## src/rtl/wb_master_arbiter.sv

```systemverilog
// Round-robin arbiter sharing one Wishbone master port among NM masters; ownership is held for the whole cyc tenure.
// Optional watchdog that aborts stalled cycles: define WB_ARB_TIMEOUT_EN.
module wb_master_arbiter #(
    parameter int unsigned NM      = 3,
    parameter int unsigned dw      = 32,
    parameter int unsigned aw      = 32,
    parameter int unsigned TIMEOUT = 255
) (
    input  logic              wb_clk,
    input  logic              wb_rst_n,
    input  logic [NM-1:0]     m_cyc_i,
    input  logic [NM-1:0]     m_stb_i,
    input  logic [NM-1:0]     m_we_i,
    input  logic [NM*aw-1:0]  m_adr_i,
    input  logic [NM*dw-1:0]  m_dat_i,
    input  logic [NM*4-1:0]   m_sel_i,
    input  logic [NM*3-1:0]   m_cti_i,
    input  logic [NM*2-1:0]   m_bte_i,
    output logic [dw-1:0]     m_dat_o,
    output logic [NM-1:0]     m_ack_o,
    output logic [NM-1:0]     m_err_o,
    output logic [NM-1:0]     m_rty_o,
    output logic              s_cyc_o,
    output logic              s_stb_o,
    output logic              s_we_o,
    output logic [aw-1:0]     s_adr_o,
    output logic [dw-1:0]     s_dat_o,
    output logic [3:0]        s_sel_o,
    output logic [2:0]        s_cti_o,
    output logic [1:0]        s_bte_o,
    input  logic [dw-1:0]     s_dat_i,
    input  logic              s_ack_i,
    input  logic              s_err_i,
    input  logic              s_rty_i,
    output logic [NM-1:0]     grant_o,
    output logic              timeout_o
);

    localparam int unsigned IW = (NM > 1) ? $clog2(NM) : 1;

`ifdef WB_ARB_TIMEOUT_EN
    typedef enum logic [1:0] {ST_IDLE = 2'd0, ST_OWN = 2'd1, ST_ABORT = 2'd2} state_t;
`else
    typedef enum logic {ST_IDLE = 1'b0, ST_OWN = 1'b1} state_t;
`endif

    state_t          r_state, w_state_nxt;
    logic [IW-1:0]   r_owner, w_owner_nxt;
    logic [IW-1:0]   r_last,  w_last_nxt;
    logic [NM-1:0]   r_grant, w_grant_nxt;
    logic [IW-1:0]   w_pick;
    logic            w_found;
    logic            w_fire;

    logic            w_cyc_g, w_stb_g, w_we_g;
    logic [aw-1:0]   w_adr_g;
    logic [dw-1:0]   w_dat_g;
    logic [3:0]      w_sel_g;
    logic [2:0]      w_cti_g;
    logic [1:0]      w_bte_g;

    // Search starts one past the previous owner and wraps, so a just-served master ranks last.
    always_comb begin
        int unsigned idx;
        idx     = 0;
        w_found = 1'b0;
        w_pick  = r_last;
        for (int unsigned k = 1; k <= NM; k++) begin
            idx = 32'(r_last) + k;
            if (idx >= NM) idx = idx - NM;
            if (!w_found && m_cyc_i[idx[IW-1:0]]) begin
                w_found = 1'b1;
                w_pick  = idx[IW-1:0];
            end
        end
    end

    always_comb begin
        w_cyc_g = 1'b0;
        w_stb_g = 1'b0;
        w_we_g  = 1'b0;
        w_adr_g = '0;
        w_dat_g = '0;
        w_sel_g = '0;
        w_cti_g = '0;
        w_bte_g = '0;
        for (int unsigned i = 0; i < NM; i++) begin
            if (r_owner == IW'(i)) begin
                w_cyc_g = m_cyc_i[i];
                w_stb_g = m_stb_i[i];
                w_we_g  = m_we_i[i];
                w_adr_g = m_adr_i[i*aw +: aw];
                w_dat_g = m_dat_i[i*dw +: dw];
                w_sel_g = m_sel_i[i*4 +: 4];
                w_cti_g = m_cti_i[i*3 +: 3];
                w_bte_g = m_bte_i[i*2 +: 2];
            end
        end
    end

    always_comb begin
        s_cyc_o = 1'b0;
        s_stb_o = 1'b0;
        s_we_o  = 1'b0;
        s_adr_o = '0;
        s_dat_o = '0;
        s_sel_o = '0;
        s_cti_o = '0;
        s_bte_o = '0;
        m_ack_o = '0;
        m_err_o = '0;
        m_rty_o = '0;
        if (r_state == ST_OWN) begin
            s_cyc_o = w_cyc_g;
            s_stb_o = w_stb_g;
            s_we_o  = w_we_g;
            s_adr_o = w_adr_g;
            s_dat_o = w_dat_g;
            s_sel_o = w_sel_g;
            s_cti_o = w_cti_g;
            s_bte_o = w_bte_g;
            m_ack_o = r_grant & {NM{s_ack_i}};
            m_err_o = r_grant & {NM{s_err_i | w_fire}};
            m_rty_o = r_grant & {NM{s_rty_i}};
        end
    end

    assign m_dat_o   = s_dat_i;
    assign grant_o   = r_grant;
    assign timeout_o = w_fire;

    always_comb begin
        w_state_nxt = r_state;
        w_owner_nxt = r_owner;
        w_last_nxt  = r_last;
        w_grant_nxt = r_grant;
        case (r_state)
            ST_IDLE: begin
                if (w_found) begin
                    w_state_nxt         = ST_OWN;
                    w_owner_nxt         = w_pick;
                    w_grant_nxt         = '0;
                    w_grant_nxt[w_pick] = 1'b1;
                end
            end
            ST_OWN: begin
                if (!w_cyc_g) begin
                    w_state_nxt = ST_IDLE;
                    w_last_nxt  = r_owner;
                    w_grant_nxt = '0;
                end
`ifdef WB_ARB_TIMEOUT_EN
                else if (w_fire) begin
                    w_state_nxt = ST_ABORT;
                end
`endif
            end
`ifdef WB_ARB_TIMEOUT_EN
            ST_ABORT: begin
                if (!w_cyc_g) begin
                    w_state_nxt = ST_IDLE;
                    w_last_nxt  = r_owner;
                    w_grant_nxt = '0;
                end
            end
`endif
            default: begin
                w_state_nxt = ST_IDLE;
                w_grant_nxt = '0;
            end
        endcase
    end

    always_ff @(posedge wb_clk or negedge wb_rst_n) begin
        if (!wb_rst_n) begin
            r_state <= ST_IDLE;
            r_owner <= '0;
            r_last  <= IW'(NM - 1);
            r_grant <= '0;
        end else begin
            r_state <= w_state_nxt;
            r_owner <= w_owner_nxt;
            r_last  <= w_last_nxt;
            r_grant <= w_grant_nxt;
        end
    end

`ifdef WB_ARB_TIMEOUT_EN
    logic [15:0] r_wdog;

    assign w_fire = (r_state == ST_OWN) && (r_wdog == 16'(TIMEOUT));

    // Counts consecutive unanswered strobe cycles; any break in the stall restarts it.
    always_ff @(posedge wb_clk or negedge wb_rst_n) begin
        if (!wb_rst_n) begin
            r_wdog <= '0;
        end else if ((r_state == ST_OWN) && (w_state_nxt == ST_OWN) && s_stb_o &&
                     !(s_ack_i | s_err_i | s_rty_i)) begin
            r_wdog <= r_wdog + 16'd1;
        end else begin
            r_wdog <= '0;
        end
    end
`else
    assign w_fire = 1'b0;
`endif

endmodule

```

## config.mk

```make
export PLATFORM = sky130hd
export DESIGN_NAME = wb_master_arbiter
export DESIGN_NICKNAME = d
export VERILOG_FILES = /design/src/rtl/wb_master_arbiter.sv
export SDC_FILE = /design/constraint.sdc
export NUM_CORES = 1
export LEC_CHECK = 0
export ABC_AREA = 1
export BUFFER_PORTS_ARGS = -buffer_cell sky130_fd_sc_hd__buf_2
export CAP_MARGIN = 20
export CORE_AREA = 3 3 148 150
export CTS_CLUSTER_DIAMETER = 60
export DETAILED_ROUTE_END_ITERATION = 10
export DIE_AREA = 0 0 151 153
export PLACE_DENSITY = 0.39
export SETUP_SLACK_MARGIN = 0.05
export SLEW_MARGIN = 0
export SYNTH_ARGS = -nofsm -noshare
export SYNTH_HDL_FRONTEND = slang
export SYNTH_SLANG_ARGS = --single-unit
```

## constraint.sdc

```tcl
create_clock -name wb_clk -period 2.3 [get_ports wb_clk]
set_input_delay 0.23 -clock wb_clk [delete_from_list [all_inputs] [get_ports wb_clk]]
set_output_delay 0.23 -clock wb_clk [all_outputs]
set_load 0.03 [all_outputs]
```

==> results of run 1 <==
## layer usage
metal	wire [um]	GRT usage	up-vias
li1	-	-	2340
met1	5170	0.110	1892
met2	7460	0.228	242
met3	1510	0.0252	21
met4	263	0.0246	0
met5	0	0	-
## final cells by class
type | count | area [um2]
Fill cell | 2452 | 16200
Timing Repair Buffer | 331 | 1760
Clock buffer | 4 | 78.8
Inverter | 96 | 360
Multi-Input combinational cell | 450 | 1910
Tap cell | 275 | 344
Sequential cell | 8 | 203
## repair_timing
action                     CTS  global route
hold buffers                 1             0
setup endpoints to repair    0             0
hold endpoints to repair     7             0
## power groups by stage
| stage | Clock, mW | Combinational, mW | Sequential [mW] |
|---|---|---|---|
| final | 0.306 | 5.62 | 0.268 |
| after global placement | 0 | 5.78 | 0.271 |
| after floorplan | 0 | 4.06 | 0.283 |
| after CTS | 0.314 | 5.73 | 0.269 |
| after detailed placement | 0 | 5.71 | 0.272 |
| after global routing | 0.317 | 6.26 | 0.277 |
## how the worst max path moves through the flow
stage | startpoint | to | depth (start not counted)
finish | r_owner[1] | s_adr_o[13] | 9
global route | r_last[1] | r_owner[0] | 10
CTS | r_owner[1] | s_sel_o[3] | 9
detailed placement | r_last[1] | r_owner[0] | 10
global placement | r_last[1] | r_owner[0] | 10
floorplan | r_last[1] | r_owner[0] | 10
## cells in the final DEF (no fill, tap or decap), drive strengths merged, types with 3 or more instances in the layout
cell | Yosys | final
clkbuf | 8 | 4
nor2 | 11 | 11
ha | 3 | 3
nand2 | 332 | 332
o21ai | 7 | 7
dfrtp | 7 | 7
nand3 | 90 | 90
inv | 96 | 96
buf | 58 | 330
## registers in the layout, summed over array words and instances, names as in the netlist
signal / cells
r_last: 2
r_owner: 2
r_state: 1
grant_o: 3
## kinds of logic (layout without fill, tap and decap cells)
group	count (synthesis)	count (layout)	synth area share
buffers and inverters	162	431	0.263
and+or+nand+nor	436	436	0.628
DFF	8	8	0.0702
adders and majority gates	3	3	0.0131
AOI/OAI and AO/OA	10	10	0.0236
other	1	1	0.00131
## worst register-to-register path, cell delays in order (launching register included)
cell and delay, ns:
dfstp_2 0.55, inv_1 0.06, ha_1 0.36, inv_2 0.18, o21ai_0 0.12, nand2_2 0.14, nand2_4 0.07, o21ai_4 0.21
inv_2 0.08, nand2_1 0.08, o21ai_1 0.06
## through the flow
step / instances / power (mW)
finish: 1164 / 6.19
global route: 1164 / 6.85
CTS: 1164 / 6.31
detailed placement: 1159 / 5.98
global placement: 1159 / 6.05
floorplan: 620 / 4.34
==> results.yml, run 1 <==
route:
  ant_nets: 0
  drt-total-wl_mm: 14.4
  vias: 4495
  drc: 0
  wire_per_inst_um: 12.4
  vias_per_cell: 3.86
  drtIter0Drc: 128
  dr.pass1.iters: 4
timing:
  hold_viol_final: 0
  worst_slack_ns: 0.269
  maxSlewViolCount: 0
  clock_skew_ns: 0.00239
  setup_viol: 0
  rsz0062_at_grt: "false"
  finalCritPeriodShare: 0.883
  fin_crit_ns: 2.03
  fmax_ghz: 0.492
  fin_setup_tns_ns: 0
  fin_hold_ws_ns: 0.374
critical_path:
  cp-start-kind: "flop"
  arrival_ns: 1.80
  slowest_delay_ns: 0.39
  cp_common_cell: "nand2_1"
  path_class: "reg2out"
  end_kind: "output port"
  path_cells: "inv_1 > nand2_1 > inv_2 > buf_12 > nand2_1 > nand3_1 > nand2_1 > inv_1 > buf_2"
  cpLargestDelayFamily: "buffers and inverters"
  worstRegToRegCells: 10
  r2r_slack_ns: 0.28
  cpMaxStageDelayCell: "dfrtp_1"
  reg2reg_from: "r_last[1]"
  rr_endpoint: "r_owner[0]"
  critPathBufInv: 5
  path_max_fanout: 57
  required_ns: 2.07
logic_synthesis:
  synthCells: 620
  syn_area_per_cell_um2: 4.63
  synth_warnings: 0
  ys_seq_area_frac: 0.0702
  synth-async-reset-ratio: 1.00
  synth.most_common_cell: "nand2_1"
  synth_edf_count: 0
  synth_commonest_cells: "nand2_1 (328), inv_1 (94), nand3_1 (87), buf_4 (33), buf_2 (19)"
  synthFlopType: "dfrtp_1"
  ys_ff_latch: 8
  yosysTopAreaCell: "nand2_1"
  ys_types: 27
  yosysTopAreaCellShare: 0.429
  synthTopCellsByArea: "nand2_1 (43%), nand3_1 (15%), inv_1 (12%), buf_4 (8.6%), dfrtp_1 (6.1%)"
  syn_area_um2: 2870
  syn-num-nets: 888
floorplan:
  row_count: 53
  die_area_um2: 23100
  ios: 386
  initial_utilization: 0.138
  core_area_um2: 20800
  die_w_um: 151
  die_h_um: 153
power:
  p_int_mw: 2.12
  max-vdd-ir-drop_v: 0.000521
  power.leakage_nw: 3.25
  powerDensity_nw_per_um2: 1330
  switching_power_mw: 4.07
  p_seq_frac: 0.043
  swShare: 0.657
  p_comb_frac: 0.907
  clkPwrFrac: 0.049
min_path:
  hp-class: "in2async"
clocking:
  cts.clk_slew.worst_paths_ns: 0.04
  post_cts_resized: 0
  h-tree-depth: 1
  insertion_delay_ns: 0.24
  cts_buffer_depth: 2
  post-cts-setup-buffers: 0
  numCtsBuffers: 3
  cts_tree: "yes"
  cts.sinks: 8
  clockRootBuffer: "clkbuf_16"
global_routing:
  grt_pass1_wl_mm: 20.9
  antenna_found_initial: 0
  grt_usage: 0.111
  grt_pass1_vias: 4336
  overflow: 0
  grt_max_degree: 58
layout:
  num_antenna_cells: 0
  post-route-util: 0.224
  drive_gt1_frac: 0.394
  area_growth_syn_to_layout_pct: 62.4
  num-nets-final: 1158
  design_area_um2: 4660
placed_design:
  port_buffers: 320
  post-place-ws_ns: 0.275
  place_area_um2: 4570
  globalplace.congestion: 0.797
  dpl.hpwl_mm: 11.9
run:
  maxCapViolations: 0
status:
  outcome: "completed"
Power figures use the tool's default switching activity.
==> run 2, diff against run 1 <==
--- a/config.mk
+++ b/config.mk
@@ -13,6 +13,7 @@
 export DETAILED_ROUTE_END_ITERATION = 10
 export DIE_AREA = 0 0 151 153
 export PLACE_DENSITY = 0.39
+export REMOVE_ABC_BUFFERS = 1
 export SETUP_SLACK_MARGIN = 0.05
 export SLEW_MARGIN = 0
 export SYNTH_ARGS = -nofsm -noshare
==> run 2 against run 1 <==
Compared with the run above:
- routed wire length rose by 4.3%
- total power fell by 0.27%
- non-clock buffer count fell by 3
- hold slack improved by 0.014 ns
- global-route usage rose by 0.59 points
- core utilization barely moved
- fmax fell by 1.2%
- sequential share of layout area barely moved
==> results.yml, run 2 (synthesized netlist as in run 1, its figures left out) <==
global_routing:
  antenna_found_initial: 0
  grt_pass1_vias: 4152
  overflow: 0
  grt_max_degree: 76
  grt_usage: 0.117
  grt_pass1_wl_mm: 21.5
clocking:
  cts.sinks: 8
  cts_buffer_depth: 2
  cts.clk_slew.worst_paths_ns: 0.04
  h-tree-depth: 1
  numCtsBuffers: 3
  post-cts-setup-buffers: 0
  cts_hold_buffers: 1
  insertion_delay_ns: 0.23
  post_cts_resized: 0
  cts_tree: "yes"
  clockRootBuffer: "clkbuf_16"
timing:
  worst_slack_ns: 0.245
  fin_crit_ns: 2.06
  fin_hold_ws_ns: 0.388
  hold_viol_final: 0
  rsz0062_at_grt: "false"
  setup_viol: 0
  fmax_ghz: 0.487
  maxSlewViolCount: 0
  clock_skew_ns: 0.000369
  finalCritPeriodShare: 0.894
power:
  power.leakage_nw: 3.24
  powerDensity_nw_per_um2: 1330
  max-vdd-ir-drop_v: 0.000454
route:
  drc: 0
  vias_per_cell: 3.89
  wire_per_inst_um: 12.9
  dr.pass1.iters: 4
  drt-total-wl_mm: 15.0
  vias: 4512
  ant_nets: 0
  drtIter0Drc: 159
floorplan:
  row_count: 53
  die_area_um2: 23100
  die_w_um: 151
  core_area_um2: 20800
  ios: 386
  initial_utilization: 0.138
  die_h_um: 153
critical_path:
  path_class: "reg2reg"
  cp-start-kind: "flop"
  path_max_fanout: 8
  worstRegToRegCells: 10
  required_ns: 2.41
  rr_endpoint: "r_owner[0]"
  arrival_ns: 2.17
  r2r_slack_ns: 0.24
  reg2reg_from: "r_last[1]"
  end_kind: "flop"
layout:
  area_growth_syn_to_layout_pct: 62.1
  post-route-util: 0.223
  layout_common_cells: "nand2_1 (328), buf_2 (320), inv_1 (91)"
  final_common_cell: "nand2_1"
  stdcell_count: 1161
  num-nets-final: 1155
  drive_gt1_frac: 0.392
  design_area_um2: 4650
  largest_reg_flops: 3
  num_antenna_cells: 0
placed_design:
  globalplace.congestion: 0.764
  port_buffers: 320
  dpl.hpwl_mm: 12.2
  place_area_um2: 4560
  dp_cells: 1156
  post-place-ws_ns: 0.260
status:
  outcome: "completed"
min_path:
  hp-class: "in2async"
run:
  maxCapViolations: 0
==> run 2: cell count changes in the layout (fill, tap and decap cells not counted) <==
cell,delta
buf_4,-4
buf_12,+1
==> run 2: final cells by class <==
type | instances | area, um2
sequential | 8 | 203
timing repair buffer | 328 | 1750
inverter | 96 | 360
tap | 275 | 344
multi-input combinational | 450 | 1910
clock buffer | 4 | 78.8
fill | 2453 | 16200
==> run 2: worst max path at each step <==
stage	startpoint	to	depth (start not counted)
finish	r_last[1]	r_owner[0]	10
global route	r_owner[1]	s_dat_o[20]	9
CTS	r_last[1]	r_owner[0]	10
detailed placement	r_last[1]	r_owner[0]	10
global placement	r_last[1]	r_owner[0]	10
floorplan	r_state	s_cyc_o	3
==> run 2: metrics by stage <==
stage	setup TNS [ns]	power, mW
2_1_floorplan	-1.17	4.12
3_3_place_gp	0	6.04
3_5_place_dp	0	5.98
4_1_cts	0	6.29
5_1_grt	0	6.81
6_report	0	6.18
==> run 2: critical path: stages (launching register included) <==
cell     delay [ns]
dfstp_2        0.55
inv_1          0.06
ha_1           0.37
inv_2          0.18
o21ai_0        0.13
nand2_2        0.16
nand2_4        0.07
o21ai_4        0.21
inv_2          0.07
nand2_1        0.08
o21ai_1        0.06
==> run 2: report_power, final <==
group	internal [mW]	switching, mW
sequential	0.211	0.113
clock	0.231	0.0713
combinational	1.69	3.86
total	2.13	4.05
==> run 2: per-layer routing <==
layer | global-route usage | wire length (um) | vias up
met2 | 0.204 | 6840 | 234
met5 | 0.0109 | 0 | -
met3 | 0.0540 | 2040 | 12
li1 | - | - | 2338
met4 | 0.0199 | 191 | 0
met1 | 0.131 | 5940 | 1928
==> run 3, diff against run 2 <==
--- a/config.mk
+++ b/config.mk
@@ -13,6 +13,7 @@
 export DETAILED_ROUTE_END_ITERATION = 10
 export DIE_AREA = 0 0 151 153
 export PLACE_DENSITY = 0.39
+export RECOVER_POWER = 100
 export REMOVE_ABC_BUFFERS = 1
 export SETUP_SLACK_MARGIN = 0.05
 export SLEW_MARGIN = 0
==> run 3 against run 2 <==
Compared with the run above:
- routed wire length about the same
- final cell count unchanged
- combinational power down 2%
- design area down 1.4%
- clock skew about the same
- largest cell class unchanged
==> results.yml, run 3 (synthesized netlist as in run 1, its figures left out) <==
critical_path:
  end_kind: "output port"
  required_ns: 2.07
  crit_cells: 9
  cpMaxStageDelayCell: "dfrtp_1"
  path_max_fanout: 75
  arrival_ns: 1.89
  path_class: "reg2out"
  worstRegToRegCells: 10
  cp-start-kind: "flop"
  slowest_delay_ns: 0.38
  critPathBufInv: 5
  cp_common_cell: "nand2_1"
  path_cells: "inv_1 > nand2_1 > inv_2 > buf_12 > nand2_1 > nand3_1 > nand2_1 > inv_1 > clkbuf_1"
  cpLargestDelayFamily: "buffers and inverters"
layout:
  post-route-util: 0.220
  num_antenna_cells: 0
  layout_common_cells: "nand2_1 (329), buf_2 (234), inv_1 (92)"
  final_common_cell: "nand2_1"
  num-nets-final: 1155
  drive_gt1_frac: 0.334
  area_growth_syn_to_layout_pct: 59.8
  largest_reg_flops: 3
  stdcell_count: 1161
timing:
  rsz0062_at_grt: "false"
  worst_slew_pin_slew_ns: 0.754
  finalCritPeriodShare: 0.922
  maxSlewViolCount: 0
  max_slew_margin: 0.497
  fin_crit_ns: 2.12
  clock_skew_ns: 0.000377
  setup_viol: 0
  fmax_ghz: 0.472
  hold_viol_final: 0
floorplan:
  row_count: 53
  ios: 386
  initial_utilization: 0.138
  die_h_um: 153
  die_area_um2: 23100
  die_w_um: 151
  core_area_um2: 20800
power:
  max-vdd-ir-drop_v: 0.000446
  power.leakage_nw: 3.04
  total_power_mw: 6.08
  powerDensity_nw_per_um2: 1330
global_routing:
  antenna_found_initial: 0
  overflow: 0
  grt_usage: 0.117
  grt_pass1_wl_mm: 21.5
  grt_pass1_vias: 4152
  grt_max_degree: 76
clocking:
  clockRootBuffer: "clkbuf_16"
  insertion_delay_ns: 0.23
  cts_buffer_depth: 2
  cts.sinks: 8
  cts.clk_slew.worst_paths_ns: 0.04
  h-tree-depth: 1
  numCtsBuffers: 3
  cts_tree: "yes"
  post-cts-setup-buffers: 0
route:
  drc: 0
  vias: 4518
  vias_per_cell: 3.89
  dr.pass1.iters: 4
  drt-total-wl_mm: 15.0
  wire_per_inst_um: 12.9
  ant_nets: 0
  drtIter0Drc: 167
placed_design:
  dp_cells: 1156
  port_buffers: 320
  globalplace.congestion: 0.764
  dpl.hpwl_mm: 12.2
min_path:
  hp-class: "in2out"
  min_delay_path_depth: 0
status:
  outcome: "completed"
run:
  maxCapViolations: 0
-- run 3: cell count changes in the layout (fill, tap and decap cells not counted), sizes merged --
| cell | before | now |
|---|---|---|
| clkbuf | 4 | 90 |
| buf | 327 | 241 |
-- run 3: area by class of cell --
cell class              count  area [um2]
inverters                  96         360
clock buffers               4        78.8
fillers                  2482       16200
flip-flops and latches      8         201
repair buffers            328        1690
multi-input cells         450        1910
well taps                 275         344
-- run 3: power by group --
group          switching (mW)  total, mW  internal [mW]
clock network          0.0713      0.303          0.231
logic                    3.88       5.45           1.57
registers               0.113      0.322          0.209
-- run 3: worst paths after layout --
path	slack (ns)	end	from
max in group asynchronous	1.49	r_last[1]	wb_rst_n
worst min-delay path	0.46	m_dat_o[18]	s_dat_i[18]
min in group asynchronous	0.47	r_last[0]	wb_rst_n
worst max-delay path	0.18	s_adr_o[13]	r_owner[1]
worst min register to register	0.51	r_owner[1]	r_owner[1]
worst max register to register	0.20	r_owner[0]	r_last[1]
-- run 3: through the flow --
stage	hold WS, ns	instance area, um2	worst slack, ns	setup TNS [ns]
CTS	0.394	4650	0.251	0
detailed placement	0.0886	4560	0.260	0
floorplan	-0.0656	2470	-0.209	-1.17
finish	0.460	4590	0.180	0
global placement	0.0961	4560	0.248	0
global route	0.460	4590	0.0408	0
-- run 3: timing repair --
action	in CTS	in global routing
resized for setup	0	0
hold endpoints to repair	7	0
hold buffers	1	0
-- run 3: worst register-to-register path, stage by stage, from the launching register on --
cell	delay, ns
dfstp_2	0.55
inv_1	0.06
ha_1	0.37
inv_2	0.18
o21ai_0	0.11
nand2_1	0.21
nand2_4	0.09
o21ai_4	0.21
inv_2	0.08
nand2_1	0.08
o21ai_1	0.06
-- run 3: layer usage --
| metal | track usage | vias up | share of wire |
|---|---|---|---|
| met5 | 0.0109 | - | 0 |
| met4 | 0.0199 | 0 | 0.013 |
| met3 | 0.0540 | 12 | 0.13 |
| met2 | 0.204 | 229 | 0.45 |
| met1 | 0.131 | 1939 | 0.40 |
| li1 | - | 2338 | - |
